`config.mk`:
```
export PLATFORM = sky130hd
export DESIGN_NAME = image_row_arbiter_flat
export DESIGN_NICKNAME = d
export VERILOG_FILES = /design/src/rtl/image_row_arbiter_if.sv /design/src/rtl/image_row_arbiter.sv /design/src/flat_wrapper.sv
export SDC_FILE = /design/constraint.sdc
export NUM_CORES = 1
export LEC_CHECK = 0
export CORE_UTILIZATION = 35
export CTS_CLUSTER_DIAMETER = 40
export CTS_CLUSTER_SIZE = 24
export DETAILED_ROUTE_END_ITERATION = 6
export PLACE_DENSITY = 0.84
export SLEW_MARGIN = 0
export SYNTH_ARGS = -nofsm -noshare
export SYNTH_HDL_FRONTEND = slang
export SYNTH_SLANG_ARGS = --single-unit
```
`constraint.sdc`:
```
create_clock -name Clk -period 5.03 [get_ports Clk]
set_input_delay 1.006 -clock Clk [delete_from_list [all_inputs] [get_ports Clk]]
set_output_delay 1.006 -clock Clk [all_outputs]
set_load 0.1 [all_outputs]
```
`src/rtl/image_row_arbiter_if.sv`:
```
// Shared row-read bus between the image analysis engines, the arbiter and the row ROM.
// The arbiter takes the slave view; the engines plus ROM form the master side.
interface image_row_arbiter_if #(
  parameter int NREQ   = 3,
  parameter int ADDR_W = 6,
  parameter int DATA_W = 64
) ();
  logic [NREQ-1:0]        req;
  logic [NREQ*ADDR_W-1:0] req_addr;
  logic [NREQ-1:0]        lock;
  logic [NREQ-1:0]        gnt;
  logic [ADDR_W-1:0]      mem_addr;
  logic [DATA_W-1:0]      mem_data;
  logic [NREQ-1:0]        rvalid;
  logic [DATA_W-1:0]      rdata;
  logic                   lock_err;

  modport slave (
    input  req, req_addr, lock, mem_data,
    output gnt, mem_addr, rvalid, rdata, lock_err
  );

  modport master (
    output req, req_addr, lock, mem_data,
    input  gnt, mem_addr, rvalid, rdata, lock_err
  );
endinterface

```
`src/rtl/image_row_arbiter.sv`:
```
// Round-robin arbiter for the single image-ROM read port, with locked bursts,
// a lock timeout guard and a tag pipeline that routes returned rows to their requester.
module image_row_arbiter #(
  parameter int NREQ     = 3,
  parameter int ADDR_W   = 6,
  parameter int DATA_W   = 64,
  parameter int RD_LAT   = 1,
  parameter int MAX_LOCK = 64
) (
  input logic Clk,
  input logic reset,
  image_row_arbiter_if.slave bus
);

  localparam int IDX_W = (NREQ > 2) ? 2 : 1;
  localparam int TAG_W = RD_LAT * IDX_W;
  localparam int CNT_W = 8;

  typedef enum logic {ARB_OPEN, ARB_LOCKED} arb_state_e;

  arb_state_e        state, state_nxt;
  logic [IDX_W-1:0]  ptr, ptr_nxt;
  logic [IDX_W-1:0]  owner, owner_nxt;
  logic [IDX_W-1:0]  win_idx, cand;
  logic [CNT_W-1:0]  lock_cnt, cnt_nxt, cur_cnt;
  logic              lock_err_q, lerr_nxt;
  logic              win_vld;
  logic [ADDR_W-1:0] last_addr, addr_sel;
  logic [RD_LAT-1:0] tag_vld;
  logic [TAG_W-1:0]  tag_idx;
  logic [IDX_W-1:0]  tag_head;
  int                rr_j;

  function automatic logic [IDX_W-1:0] wrap_inc(input logic [IDX_W-1:0] i);
    return (i == IDX_W'(NREQ - 1)) ? '0 : i + 1'b1;
  endfunction

  // Winner selection: only the owner while locked, otherwise first requester from ptr.
  always_comb begin
    // NOTE: every output of a combinational block gets a default first so no path infers a latch.
    win_vld = 1'b0;
    win_idx = '0;
    cand    = '0;
    rr_j    = 0;
    if (!reset) begin
      if (state == ARB_LOCKED) begin
        win_vld = bus.req[owner];
        win_idx = owner;
      end else begin
        for (int k = 0; k < NREQ; k++) begin
          rr_j = int'(ptr) + k;
          if (rr_j >= NREQ) rr_j = rr_j - NREQ;
          cand = IDX_W'(rr_j);
          if (!win_vld && bus.req[cand]) begin
            win_vld = 1'b1;
            win_idx = cand;
          end
        end
      end
    end
  end

  assign addr_sel = bus.req_addr[int'(win_idx)*ADDR_W +: ADDR_W];

  // cur_cnt is the ordinal of this cycle's grant within the current lock run.
  always_comb begin
    state_nxt = state;
    ptr_nxt   = ptr;
    owner_nxt = owner;
    cnt_nxt   = lock_cnt;
    lerr_nxt  = lock_err_q;
    cur_cnt   = (state == ARB_LOCKED) ? lock_cnt + 1'b1 : CNT_W'(1);
    if (win_vld) begin
      if (bus.lock[win_idx] && cur_cnt != CNT_W'(MAX_LOCK)) begin
        state_nxt = ARB_LOCKED;
        owner_nxt = win_idx;
        cnt_nxt   = cur_cnt;
      end else begin
        // Plain grant, voluntary release, or a lock forcibly ended by timeout.
        state_nxt = ARB_OPEN;
        ptr_nxt   = wrap_inc(win_idx);
        cnt_nxt   = '0;
        if (bus.lock[win_idx]) lerr_nxt = 1'b1;
      end
    end else if (state == ARB_LOCKED) begin
      state_nxt = ARB_OPEN;
      ptr_nxt   = wrap_inc(owner);
      cnt_nxt   = '0;
    end
  end

  always_ff @(posedge Clk) begin
    // NOTE: sequential state uses non-blocking assignments so all flops update from pre-edge values.
    if (reset) begin
      state      <= ARB_OPEN;
      ptr        <= '0;
      owner      <= '0;
      lock_cnt   <= '0;
      lock_err_q <= 1'b0;
      last_addr  <= '0;
      tag_vld    <= '0;
    end else begin
      state      <= state_nxt;
      ptr        <= ptr_nxt;
      owner      <= owner_nxt;
      lock_cnt   <= cnt_nxt;
      lock_err_q <= lerr_nxt;
      tag_vld    <= RD_LAT'({tag_vld, win_vld});
      if (win_vld) last_addr <= addr_sel;
    end
  end

  // NOTE: the tag index payload is left unreset; it is only ever read when its valid bit is set.
  always_ff @(posedge Clk) begin
    tag_idx <= TAG_W'({tag_idx, win_idx});
  end

  assign tag_head     = tag_idx[TAG_W-1 -: IDX_W];
  assign bus.gnt      = win_vld ? (NREQ'(1) << win_idx) : '0;
  assign bus.mem_addr = reset ? '0 : (win_vld ? addr_sel : last_addr);
  // Masking with reset drops a read already returning in the reset cycle.
  assign bus.rvalid   = (tag_vld[RD_LAT-1] && !reset) ? (NREQ'(1) << tag_head) : '0;
  assign bus.rdata    = bus.mem_data;
  assign bus.lock_err = lock_err_q;

endmodule

```
`src/flat_wrapper.sv`:
```
// flat-port wrapper written by rule: the top's interface ports become plain ports
module image_row_arbiter_flat 
#(
  parameter int NREQ     = 3,
  parameter int ADDR_W   = 6,
  parameter int DATA_W   = 64,
  parameter int RD_LAT   = 1,
  parameter int MAX_LOCK = 64
)
  (Clk, reset, bus_req, bus_req_addr, bus_lock, bus_mem_data, bus_gnt, bus_mem_addr, bus_rvalid, bus_rdata, bus_lock_err);
  image_row_arbiter_if #(.NREQ(NREQ), .ADDR_W(ADDR_W), .DATA_W(DATA_W)) bus_i ();
  input logic Clk;
  input logic reset;
  input wire logic [$bits(bus_i.req)-1:0] bus_req;
  input wire logic [$bits(bus_i.req_addr)-1:0] bus_req_addr;
  input wire logic [$bits(bus_i.lock)-1:0] bus_lock;
  input wire logic [$bits(bus_i.mem_data)-1:0] bus_mem_data;
  output wire logic [$bits(bus_i.gnt)-1:0] bus_gnt;
  output wire logic [$bits(bus_i.mem_addr)-1:0] bus_mem_addr;
  output wire logic [$bits(bus_i.rvalid)-1:0] bus_rvalid;
  output wire logic [$bits(bus_i.rdata)-1:0] bus_rdata;
  output wire logic [$bits(bus_i.lock_err)-1:0] bus_lock_err;
  assign bus_i.req = bus_req;
  assign bus_i.req_addr = bus_req_addr;
  assign bus_i.lock = bus_lock;
  assign bus_i.mem_data = bus_mem_data;
  assign bus_gnt = bus_i.gnt;
  assign bus_mem_addr = bus_i.mem_addr;
  assign bus_rvalid = bus_i.rvalid;
  assign bus_rdata = bus_i.rdata;
  assign bus_lock_err = bus_i.lock_err;
  image_row_arbiter #(.NREQ(NREQ), .ADDR_W(ADDR_W), .DATA_W(DATA_W), .RD_LAT(RD_LAT), .MAX_LOCK(MAX_LOCK)) u_core (.Clk(Clk), .reset(reset), .bus(bus_i));
endmodule
```
==> run metrics <==
Tot GR Track Use between 10% and 20%; sequential share of the synthesized area 23.4%; Post-DRT Antenna Nets 0; Layout Nets ~310; Peak VDD IR 0.524 mV; drt initial violations 71; commonest non-fill, non-tap cell in the layout clkdlybuf4s50_1; Avg Inst Size Synth ~8.0 sq um; sequential share of power between 20% and 30%; drt wl/cell approximately 13 um; worst-margin pin slew 0.964 ns; latest clock arrival within the worst-skew pair roughly 0.27 ns; static leakage ~0.78 nW; via count ~1500; Starting Density a little under two fifths; Mapped Area slightly below 2000 sq um; die area between 5000 and 6000 sq um; area delta synth->final 3.44%; number of buffers added on ports 38; Clock Skew about 0.0072 ns; leading cell types in the layout, fill and taps excluded 26 x clkdlybuf4s50_1, 25 x nor2_1, 23 x dfxtp_1; post-synth top area cell buf_4; share of layout cells above drive strength 1 around 14%; total inserted antenna cells 0; crit start category input pin; DRC errors left 0; CTS Hold Bufs 0; mean number of vias per cell between 5 and 6; CTS max path bufs 2; Post-CTS Setup Repair Bufs 0; I/O pin count approximately 170; switching power around 0.00067 W; CTS Root Buffer Type clkbuf_8; status finished clean; Final Total Pwr ~0.0013 W; post-layout util roughly 39%; max_cap viols 0; crit-path max FO 10; largest net degree at the start of global routing 18; Fill cells between 500 and 600; ranking of synthesized cells by area buf_4 25%, dfxtp_1 23%, nor2_1 4.8%, mux2i_1 3.6%, o21ai_0 3.6%; ys async rst share 0%; initial antenna violation count 0; H-tree Lvls 1; RSZ-0062 raised after global routing no; area of placed instances 1990 sq um; EDFF count, synth 0; Period Utilization, post-route 87.9%; Die Span X around 77 um; #FFs+latches synth 23; setup violators final 0; CTS buffer count 3; power share of the combinational group between 60% and 70%; Worst Path Class, Setup in -> out; warnings from Yosys 0; dpl hpwl 2.89 mm; synthesized net count around 340; worst min path class reg -> reg; number of global-route vias before repair 1443; footprint of the multi-input gates approximately 950 sq um; num rows 26; critical path endpoint category output pin; routability congestion estimate from global placement around 0.83; Slew headroom roughly 36%; TritonCTS Sinks 23; Synth cell types a little under 50; Power Density 617 nW/um^2; fmax around 0.23 GHz; die height between 70 and 80 um; Final min period about 4.4 ns; WP data arrival 3.42 ns; Yosys top cell area share about a quarter; Clock transition at path regs roughly 0.08 ns; GRT overflow 0; Max Transition Viols Final 0; post-route cell area 2030 sq um; Synth Instances approximately 250; CTS tree yes; Hold Violations, Final 0; Placed Cells about 280; worst path required time roughly 4.0 ns; switch share a little over half; final hold slack roughly 0.49 ns; cell-internal power roughly 0.00058 W; FF+latch area 460 sq um; post_cts resized 0; ys flop type dfxtp_1; Core Area approximately 5300 sq um; Clk pwr share under 10%; first-pass detailed-route iteration total 4; post-route insts no fill 287; drt total wl about 3.8 mm; global-route wire length before repair approximately 6.5 mm
-- kinds of logic after synthesis --
group / synth area share [%]
compound gates: 20.4
xor+xnor: 1.34
fa+ha+maj: 1.91
buf+inv: 28.8
flops: 23.4
mux: 4.33
simple gates: 19.7
-- flip-flops by register name, summed over array words and instances, names as in the netlist --
name                 flops
u_core.lock_cnt          8
u_core.last_addr         6
u_core.owner             2
u_core.ptr               2
u_core.tag_head          2
u_core.bus.lock_err      1
u_core.state             1
u_core.tag_vld           1
-- per-layer routing --
metal / global-route usage, % / share of wire [%] / vias up
met5: 0 / 0 / -
met4: 7.31 / 1.8 / 0
met3: 3.81 / 7.1 / 8
met2: 22.5 / 48 / 51
met1: 15.7 / 43 / 675
li1: - / - / 735
-- cell type report --
class                   count  share of cell area (%)
multi-input cells         140                    46.7
flip-flops and latches     23                    22.6
repair buffers             40                    22.3
well taps                  70                    4.31
clock buffers               4                    2.22
inverters                  10                    1.85
-- worst paths after layout --
path / startpoint / end / slack, ns / depth (start not counted)
worst max-delay path: bus_req[1] / bus_mem_addr[2] / 0.61 / 9
worst max register to register: u_core.state / u_core.ptr[0] / 2.21 / 8
worst min register to register: u_core.lock_cnt[5] / u_core.lock_cnt[5] / 0.49 / 2
worst min-delay path: u_core.lock_cnt[5] / u_core.lock_cnt[5] / 0.49 / 2
-- worst max-delay path, cell delays in order --
cell	delay (ns)
clkdlybuf4s50_1	0.64
nor2b_1	0.09
o211a_1	0.22
o31ai_2	0.37
clkinv_1	0.37
nor2_1	0.19
a21oi_1	0.05
o21ai_1	0.26
buf_12	0.22
-- power groups by stage --
stage	clock network, W	logic (W)	registers (W)
5_1_grt	0.000129	0.000919	0.000283
3_3_place_gp	0	0.000855	0.000277
3_5_place_dp	0	0.000864	0.000279
4_1_cts	0.000120	0.000867	0.000275
6_report	0.000116	0.000863	0.000275
2_1_floorplan	0	0.000881	0.000260
-- synthesized netlist by cell type, types with 2 or more instances --
cell type	count
a21oi_1	11
a21oi_2	2
a22oi_1	3
a2bb2oi_1	2
buf_2	2
buf_4	65
clkbuf_1	4
dfxtp_1	23
ha_1	3
inv_1	7
inv_2	2
mux2i_1	7
nand2_1	14
nand2b_1	2
nand3_1	5
nand3b_1	8
nor2_1	25
nor2b_1	4
nor3_1	2
nor4_1	3
nor4bb_1	3
o211a_1	2
o211ai_1	4
o21ai_0	14
o22a_1	2
o31ai_1	2
or3_1	2
xor2_1	2
-- stage by stage --
step	setup TNS [ns]	setup WS, ns
floorplan	-0.474	-0.237
global placement	0	0.667
CTS	0	0.595
finish	0	0.607
detailed placement	0	0.603
global route	0	0.328
No activity file was read; power rests on OpenSTA's default activity.
